`src/rtl/rps_pkg.sv`:
```
// Shared rock-paper-scissors definitions: move encodings, game rules,
// predictor FSM states and the tie-break LFSR taps.
package rps_pkg;

    localparam logic [1:0] ROCK     = 2'b00;
    localparam logic [1:0] SCISSORS = 2'b01;
    localparam logic [1:0] PAPER    = 2'b10;
    localparam logic [1:0] ILLEGAL  = 2'b11;

    // Taps 16,14,13,11 of a left-shifting Fibonacci LFSR (bits 15,13,12,10).
    localparam logic [15:0] LFSR_TAPS = 16'hB400;

    typedef enum logic [1:0] {WIN, LOSS, DRAW} outcome_t;

    typedef enum logic [2:0] {ST_INIT, ST_IDLE, ST_RD, ST_WR, ST_PRED} state_t;

    function automatic logic [1:0] beat(input logic [1:0] m);
        case (m)
            ROCK:     return PAPER;
            SCISSORS: return ROCK;
            default:  return SCISSORS;
        endcase
    endfunction

    // Result seen from the computer's side.
    function automatic outcome_t outcome(input logic [1:0] u, input logic [1:0] c);
        if (u == c)
            return DRAW;
        else if (c == beat(u))
            return WIN;
        else
            return LOSS;
    endfunction

endpackage

```
`src/rtl/rps_argmax.sv`:
```
// Index of the largest of three counters with LFSR-driven tie-breaking:
// two-way ties use lfsr_lo[0] (0 = lower index), three-way ties use lfsr_lo (3 -> 0).
module rps_argmax
    import rps_pkg::*;
#(
    parameter int CNT_W = 8
) (
    input  logic [CNT_W-1:0] cnt0,
    input  logic [CNT_W-1:0] cnt1,
    input  logic [CNT_W-1:0] cnt2,
    input  logic [1:0]       lfsr_lo,
    output logic [1:0]       p
);

    logic [CNT_W-1:0] max01;
    logic [CNT_W-1:0] max_all;
    logic [2:0]       is_max;

    always_comb begin
        max01   = (cnt0 >= cnt1) ? cnt0 : cnt1;
        max_all = (max01 >= cnt2) ? max01 : cnt2;
        is_max  = {cnt2 == max_all, cnt1 == max_all, cnt0 == max_all};
        p       = 2'd0;
        case (is_max)
            3'b111:  p = (lfsr_lo == 2'd3) ? 2'd0 : lfsr_lo;
            3'b011:  p = lfsr_lo[0] ? 2'd1 : 2'd0;
            3'b101:  p = lfsr_lo[0] ? 2'd2 : 2'd0;
            3'b110:  p = lfsr_lo[0] ? 2'd2 : 2'd1;
            3'b010:  p = 2'd1;
            3'b100:  p = 2'd2;
            default: p = 2'd0;
        endcase
    end

endmodule

```
`src/rtl/markov_predictor.sv`:
```
// Rock-paper-scissors opponent: per-context move frequency table over the last
// HIST rounds, plays the move that beats the user's most likely next move.
module markov_predictor
    import rps_pkg::*;
#(
    parameter int          HIST    = 2,
    parameter int          CNT_W   = 8,
    parameter int          SCORE_W = 8,
    parameter logic [15:0] SEED    = 16'hACE1
) (
    input  logic               clock,
    input  logic               reset,
    input  logic               start,
    input  logic [1:0]         user,
    output logic [1:0]         choice,
    output logic               ready,
    output logic               err,
    output logic [SCORE_W-1:0] wins,
    output logic [SCORE_W-1:0] losses,
    output logic [SCORE_W-1:0] draws
);

    localparam int NCTX    = 9 ** HIST;
    localparam int NSUB    = NCTX / 9;
    localparam int CTX_W   = $clog2(NCTX);
    localparam int INIT_W  = $clog2(NCTX + 1);
    localparam int ENTRY_W = 3 * CNT_W;

    state_t             state_q, state_d;
    logic [CTX_W-1:0]   ctx_q, ctx_d;
    logic [INIT_W-1:0]  init_q, init_d;
    logic [15:0]        lfsr_q, lfsr_d;
    logic [1:0]         choice_q, choice_d;
    logic               err_q, err_d;
    logic [1:0]         u_q, u_d, c_q, c_d;
    logic [SCORE_W-1:0] wins_q, wins_d, losses_q, losses_d, draws_q, draws_d;

    logic [ENTRY_W-1:0] mem [NCTX];
    logic [ENTRY_W-1:0] rdata_q;
    logic [ENTRY_W-1:0] mem_wdata, entry_upd;
    logic [CTX_W-1:0]   mem_addr;
    logic               mem_we;

    logic [CNT_W-1:0]   cnt [3];
    logic [CNT_W-1:0]   cnt_upd [3];
    logic               sel_full;
    logic [1:0]         pred_idx;

    // Single-port table: a write cycle does not refresh the read register.
    always_ff @(posedge clock) begin
        if (mem_we)
            mem[mem_addr] <= mem_wdata;
        else
            rdata_q <= mem[mem_addr];
    end

    always_comb begin
        for (int i = 0; i < 3; i++) cnt[i] = rdata_q[i*CNT_W +: CNT_W];
        sel_full = 1'b0;
        for (int i = 0; i < 3; i++)
            if (u_q == 2'(i) && cnt[i] == '1) sel_full = 1'b1;
        for (int i = 0; i < 3; i++) begin
            cnt_upd[i] = sel_full ? (cnt[i] >> 1) : cnt[i];
            if (u_q == 2'(i)) cnt_upd[i] = cnt_upd[i] + CNT_W'(1);
        end
        entry_upd = {cnt_upd[2], cnt_upd[1], cnt_upd[0]};
    end

    rps_argmax #(.CNT_W(CNT_W)) u_argmax (
        .cnt0    (cnt[0]),
        .cnt1    (cnt[1]),
        .cnt2    (cnt[2]),
        .lfsr_lo (lfsr_q[1:0]),
        .p       (pred_idx)
    );

    assign lfsr_d = {lfsr_q[14:0], ^(lfsr_q & LFSR_TAPS)};

    always_comb begin
        state_d   = state_q;
        ctx_d     = ctx_q;
        init_d    = init_q;
        choice_d  = choice_q;
        err_d     = 1'b0;
        u_d       = u_q;
        c_d       = c_q;
        wins_d    = wins_q;
        losses_d  = losses_q;
        draws_d   = draws_q;
        mem_we    = 1'b0;
        mem_addr  = ctx_q;
        mem_wdata = '0;
        case (state_q)
            // After the last zero write, one extra cycle reads entry 0 for the first prediction.
            ST_INIT: begin
                if (init_q < INIT_W'(NCTX)) begin
                    mem_we   = reset;
                    mem_addr = CTX_W'(init_q);
                    init_d   = init_q + INIT_W'(1);
                end else begin
                    state_d = ST_PRED;
                end
            end
            ST_IDLE: begin
                if (start) begin
                    if (user == ILLEGAL) begin
                        err_d = 1'b1;
                    end else begin
                        u_d = user;
                        c_d = choice_q;
                        case (outcome(user, choice_q))
                            WIN:     wins_d   = (&wins_q)   ? wins_q   : wins_q + SCORE_W'(1);
                            LOSS:    losses_d = (&losses_q) ? losses_q : losses_q + SCORE_W'(1);
                            default: draws_d  = (&draws_q)  ? draws_q  : draws_q + SCORE_W'(1);
                        endcase
                        state_d = ST_RD;
                    end
                end
            end
            ST_RD: begin
                mem_we    = reset;
                mem_wdata = entry_upd;
                ctx_d     = CTX_W'((int'(ctx_q) % NSUB) * 9 + int'(u_q) * 3 + int'(c_q));
                state_d   = ST_WR;
            end
            ST_WR:   state_d = ST_PRED;
            ST_PRED: begin
                choice_d = beat(pred_idx);
                state_d  = ST_IDLE;
            end
            default: state_d = ST_INIT;
        endcase
    end

    always_ff @(posedge clock) begin
        if (!reset) begin
            state_q  <= ST_INIT;
            ctx_q    <= '0;
            init_q   <= '0;
            lfsr_q   <= SEED;
            choice_q <= ROCK;
            err_q    <= 1'b0;
            u_q      <= ROCK;
            c_q      <= ROCK;
            wins_q   <= '0;
            losses_q <= '0;
            draws_q  <= '0;
        end else begin
            state_q  <= state_d;
            ctx_q    <= ctx_d;
            init_q   <= init_d;
            lfsr_q   <= lfsr_d;
            choice_q <= choice_d;
            err_q    <= err_d;
            u_q      <= u_d;
            c_q      <= c_d;
            wins_q   <= wins_d;
            losses_q <= losses_d;
            draws_q  <= draws_d;
        end
    end

    assign choice = choice_q;
    assign ready  = (state_q == ST_IDLE);
    assign err    = err_q;
    assign wins   = wins_q;
    assign losses = losses_q;
    assign draws  = draws_q;

endmodule

```
`config.mk`:
```
export PLATFORM = sky130hd
export DESIGN_NAME = markov_predictor
export DESIGN_NICKNAME = d
export VERILOG_FILES = /design/src/rtl/rps_pkg.sv /design/src/rtl/rps_argmax.sv /design/src/rtl/markov_predictor.sv
export SDC_FILE = /design/constraint.sdc
export NUM_CORES = 2
export LEC_CHECK = 0
export ABC_CLOCK_PERIOD_IN_PS = 20300
export CORE_MARGIN = 3
export CORE_UTILIZATION = 55
export DETAILED_ROUTE_END_ITERATION = 16
export DONT_BUFFER_PORTS = 1
export PLACE_DENSITY_LB_ADDON = 0.08
export SKIP_LAST_GASP = 1
export SYNTH_ARGS = -nofsm -noshare
export SYNTH_HDL_FRONTEND = slang
export SYNTH_SLANG_ARGS = --single-unit
```
`constraint.sdc`:
```
create_clock -name clock -period 20.3 [get_ports clock]
set_input_delay 2.03 -clock clock [delete_from_list [all_inputs] [get_ports clock]]
set_output_delay 2.03 -clock clock [all_outputs]
set_load 0.05 [all_outputs]
```
==> impl_metrics.py <==
metrics = {
    "worst_hold_path": {
        "min_from": "lfsr_q[6]$_SDFF_PN1_",
        "hold_path_class": "register to register",
        "hold_depth": 1,
        "hold_path_end": "lfsr_q[7]$_SDFF_PN1_",
    },
    "timing": {
        "post-route-min-period_ns": 8.265,
        "fin_tns_setup_ns": 0,
        "finalCritPeriodShare_pct": 40.71,
        "fin_skew_ns": 0.05817,
        "finalSetupViolations": 0,
        "drv_slew": 0,
        "slew-limit-headroom_pct": 15.04,
        "fmax_ghz": 0.1210,
        "rsz0062_at_grt": "false",
        "holdWs_ns": 0.4091,
        "worst_pin_slew_ns": 1.267,
        "hold_viol_final": 0,
    },
    "setup_path": {
        "r2r-start": "ctx_q[3]$_SDFFE_PN0P_",
        "slowest_stage": "dfxtp_1",
        "r2r_setup_slack_ns": 12.04,
        "required_ns": 21.01,
        "reg2reg_to": "ctx_q[6]$_SDFFE_PN0P_",
        "cpLargestDelayFamily": "compound AO/OA/AOI/OAI gates",
        "path_common_cell": "ha_1",
        "slowest_delay_ns": 0.51,
        "cp.buffers_inverters": 4,
        "critical_path_class": "register to register",
        "worst_setup_path_end_kind": "register",
        "cp.arrival_ns": 8.97,
        "ff2ff_path_depth": 32,
        "cp-start-kind": "register",
        "crit_fanout": 20,
    },
    "finish": {
        "final_nets": 4982,
        "layout_common_cells": "edfxtp_1 (1,968), a22oi_1 (482), nand2_1 (348), a21oi_1 (207), clkbuf_16 (200)",
        "final_cell_area_sq_um": 87890,
        "final_common_cell": "edfxtp_1",
        "drive_gt1_share_pct": 12.13,
        "area_growth_pct": 11.70,
        "fill_cells": 10286,
        "finalNonFillerCells": 6986,
    },
    "synth": {
        "synthFlopType": "edfxtp_1",
        "synthArstFlopShare_pct": 0,
        "yosysWarningCount": 0,
        "synth_top_area_cell": "edfxtp_1",
        "synth_cells": 4856,
        "yosysSeqAreaShare_pct": 76.74,
        "synth_nets": 4913,
        "synth_cell_types": 99,
        "avgSynthCellArea_sq_um": 16.20,
        "synth_edf_count": 1968,
        "synthesis.area_sq_um": 78680,
        "synth-seq-cells": 2032,
        "synth_top_area_share_pct": 75.11,
        "netlist_top_cells_area": "edfxtp_1 (75%), a22oi_1 (4.6%), nand2_1 (1.7%), dfxtp_1 (1.6%), a21oi_1 (1.3%)",
    },
    "clocking": {
        "cts.sinks": 2032,
        "clk_latency_ns": 0.83,
        "clockRootBuffer": "clkbuf_16",
        "cts_hold_repair.buffers": 0,
        "cts_max_path_buffers": 3,
        "clk_pin_slew_worst_paths_ns": 0.06,
        "cts_resized": 0,
        "htreeDepth": 4,
        "cts_buffers": 197,
        "tritoncts": "yes",
        "cts_setup_buffers": 0,
    },
    "place": {
        "dpl.hpwl_microns": 128600,
        "dp.cells": 6616,
        "placed_cell_area_sq_um": 81630,
        "portBuffers": 0,
        "gp_congestion": 0.9410,
    },
    "floorplan": {
        "fp.dieW_microns": 384.2,
        "die_area_sq_um": 147600,
        "io_pins": 33,
        "rows": 138,
        "initial_utilization_pct": 55.50,
        "die_h_microns": 384.2,
        "core_area_sq_um": 141800,
    },
    "power": {
        "p_switching_uw": 4039,
        "power_density_nw_per_um2": 132.1,
        "cell_internal_pwr_uw": 7566,
        "pwr-share-seq_pct": 42.2,
        "p_leak_uw": 0.03004,
        "ir_drop_uv": 165.2,
        "combPwrFrac_pct": 27.1,
        "p_clk_share_pct": 30.7,
        "total_power_uw": 11610,
        "p_sw_share_pct": 34.80,
    },
    "global_route": {
        "antenna_found_initial": 7,
        "grt_first_pass_wirelength_microns": 337700,
        "gr-usage-all-layers_pct": 32.13,
        "grt_pass1_vias": 45335,
        "overflow": 0,
        "grt_max_degree": 104,
    },
    "drt": {
        "antenna_left": 0,
        "wirelength_microns": 237200,
        "vias_per_cell": 6.847,
        "drc": 0,
        "wl_per_cell_microns": 33.95,
        "dr.pass1.iters": 7,
        "drtIter0Drc": 6282,
        "vias": 47831,
    },
    "run": {
        "cap_viol_max_count": 0,
    },
    "outcome": {
        "status": "finished clean",
    },
}
[Yosys cell counts (41+ instances only)]
cell,number
a221oi_1,95
a222oi_1,94
buf_2,165
nor2_1,196
clkbuf_1,110
a22o_1,87
nand3_1,57
dfxtp_1,64
mux2i_1,72
ha_1,49
a22oi_1,482
edfxtp_1,1968
nand4_1,71
xnor2_1,41
a21oi_1,212
o21ai_0,79
nand2_1,352
[worst max path at each step]
stage / endpoint / cells past startpoint / slack [ns] / from
detailed placement: ctx_q[6]$_SDFFE_PN0P_ / 32 / 11.98 / ctx_q[3]$_SDFFE_PN0P_
floorplan: ctx_q[6]$_SDFFE_PN0P_ / 35 / 13.31 / ctx_q[4]$_SDFFE_PN0P_
global route: ctx_q[6]$_SDFFE_PN0P_ / 32 / 11.04 / ctx_q[3]$_SDFFE_PN0P_
finish: ctx_q[6]$_SDFFE_PN0P_ / 32 / 12.04 / ctx_q[3]$_SDFFE_PN0P_
global placement: ctx_q[6]$_SDFFE_PN0P_ / 32 / 12.09 / ctx_q[3]$_SDFFE_PN0P_
CTS: ctx_q[6]$_SDFFE_PN0P_ / 32 / 11.94 / ctx_q[3]$_SDFFE_PN0P_
[power groups by stage]
stage	logic, uW	clock network, uW	registers (uW)
floorplan	1740	0	4910
global placement	3050	0	4980
detailed placement	3060	0	4980
CTS	3070	3590	4890
global route	3250	3760	4910
finish	3150	3560	4900
[state kept, by name (all words and copies together) (netlist names), 3 cells and up]
name     count
rdata_q     24
draws        8
ctx_q        7
init_q       7
losses       8
mem       1944
state_q      3
wins         8
lfsr_q      16
[layout make-up]
type / instances / area (sq um) / area share [%]
inverters: 39 / 146.4 / 0.1666
clock inverters: 107 / 1001 / 1.139
repair buffers: 193 / 1587 / 1.805
clock buffers: 260 / 5250 / 5.974
flip-flops and latches: 2032 / 60380 / 68.70
diodes: 3 / 7.507 / 0.008542
well taps: 1890 / 2365 / 2.691
multi-input cells: 2462 / 17150 / 19.52
[metal layers]
metal	routed length [microns]	track usage, %	part of all wire [%]
met3	26750	6.784	11
met4	10090	12.67	4.3
met1	92840	45.96	39
met5	41	0	0.017
met2	107400	48.65	45
[kinds of logic (layout without fill, tap and decap cells)]
| group | count (synthesis) | after routing | synth area share [%] |
|---|---|---|---|
| flops | 2032 | 2032 | 76.74 |
| compound gates | 1358 | 1358 | 12.90 |
| simple gates | 889 | 889 | 5.351 |
| buf+inv | 362 | 599 | 2.153 |
| mux | 90 | 90 | 1.174 |
| xor+xnor | 72 | 72 | 0.8189 |
| fa+ha+maj | 53 | 53 | 0.8682 |
| other cells | 0 | 3 | 0 |
[stage by stage]
| step | setup WS (ns) | util [%] |
|---|---|---|
| floorplan | 13.31 | - |
| detailed placement | 11.98 | 57.58 |
| global placement | 12.09 | 57.58 |
| CTS | 11.94 | 61.99 |
| global route | 11.04 | 61.99 |
| finish | 12.04 | 62.00 |
Note: power is estimated with default switching activity, not from simulation.
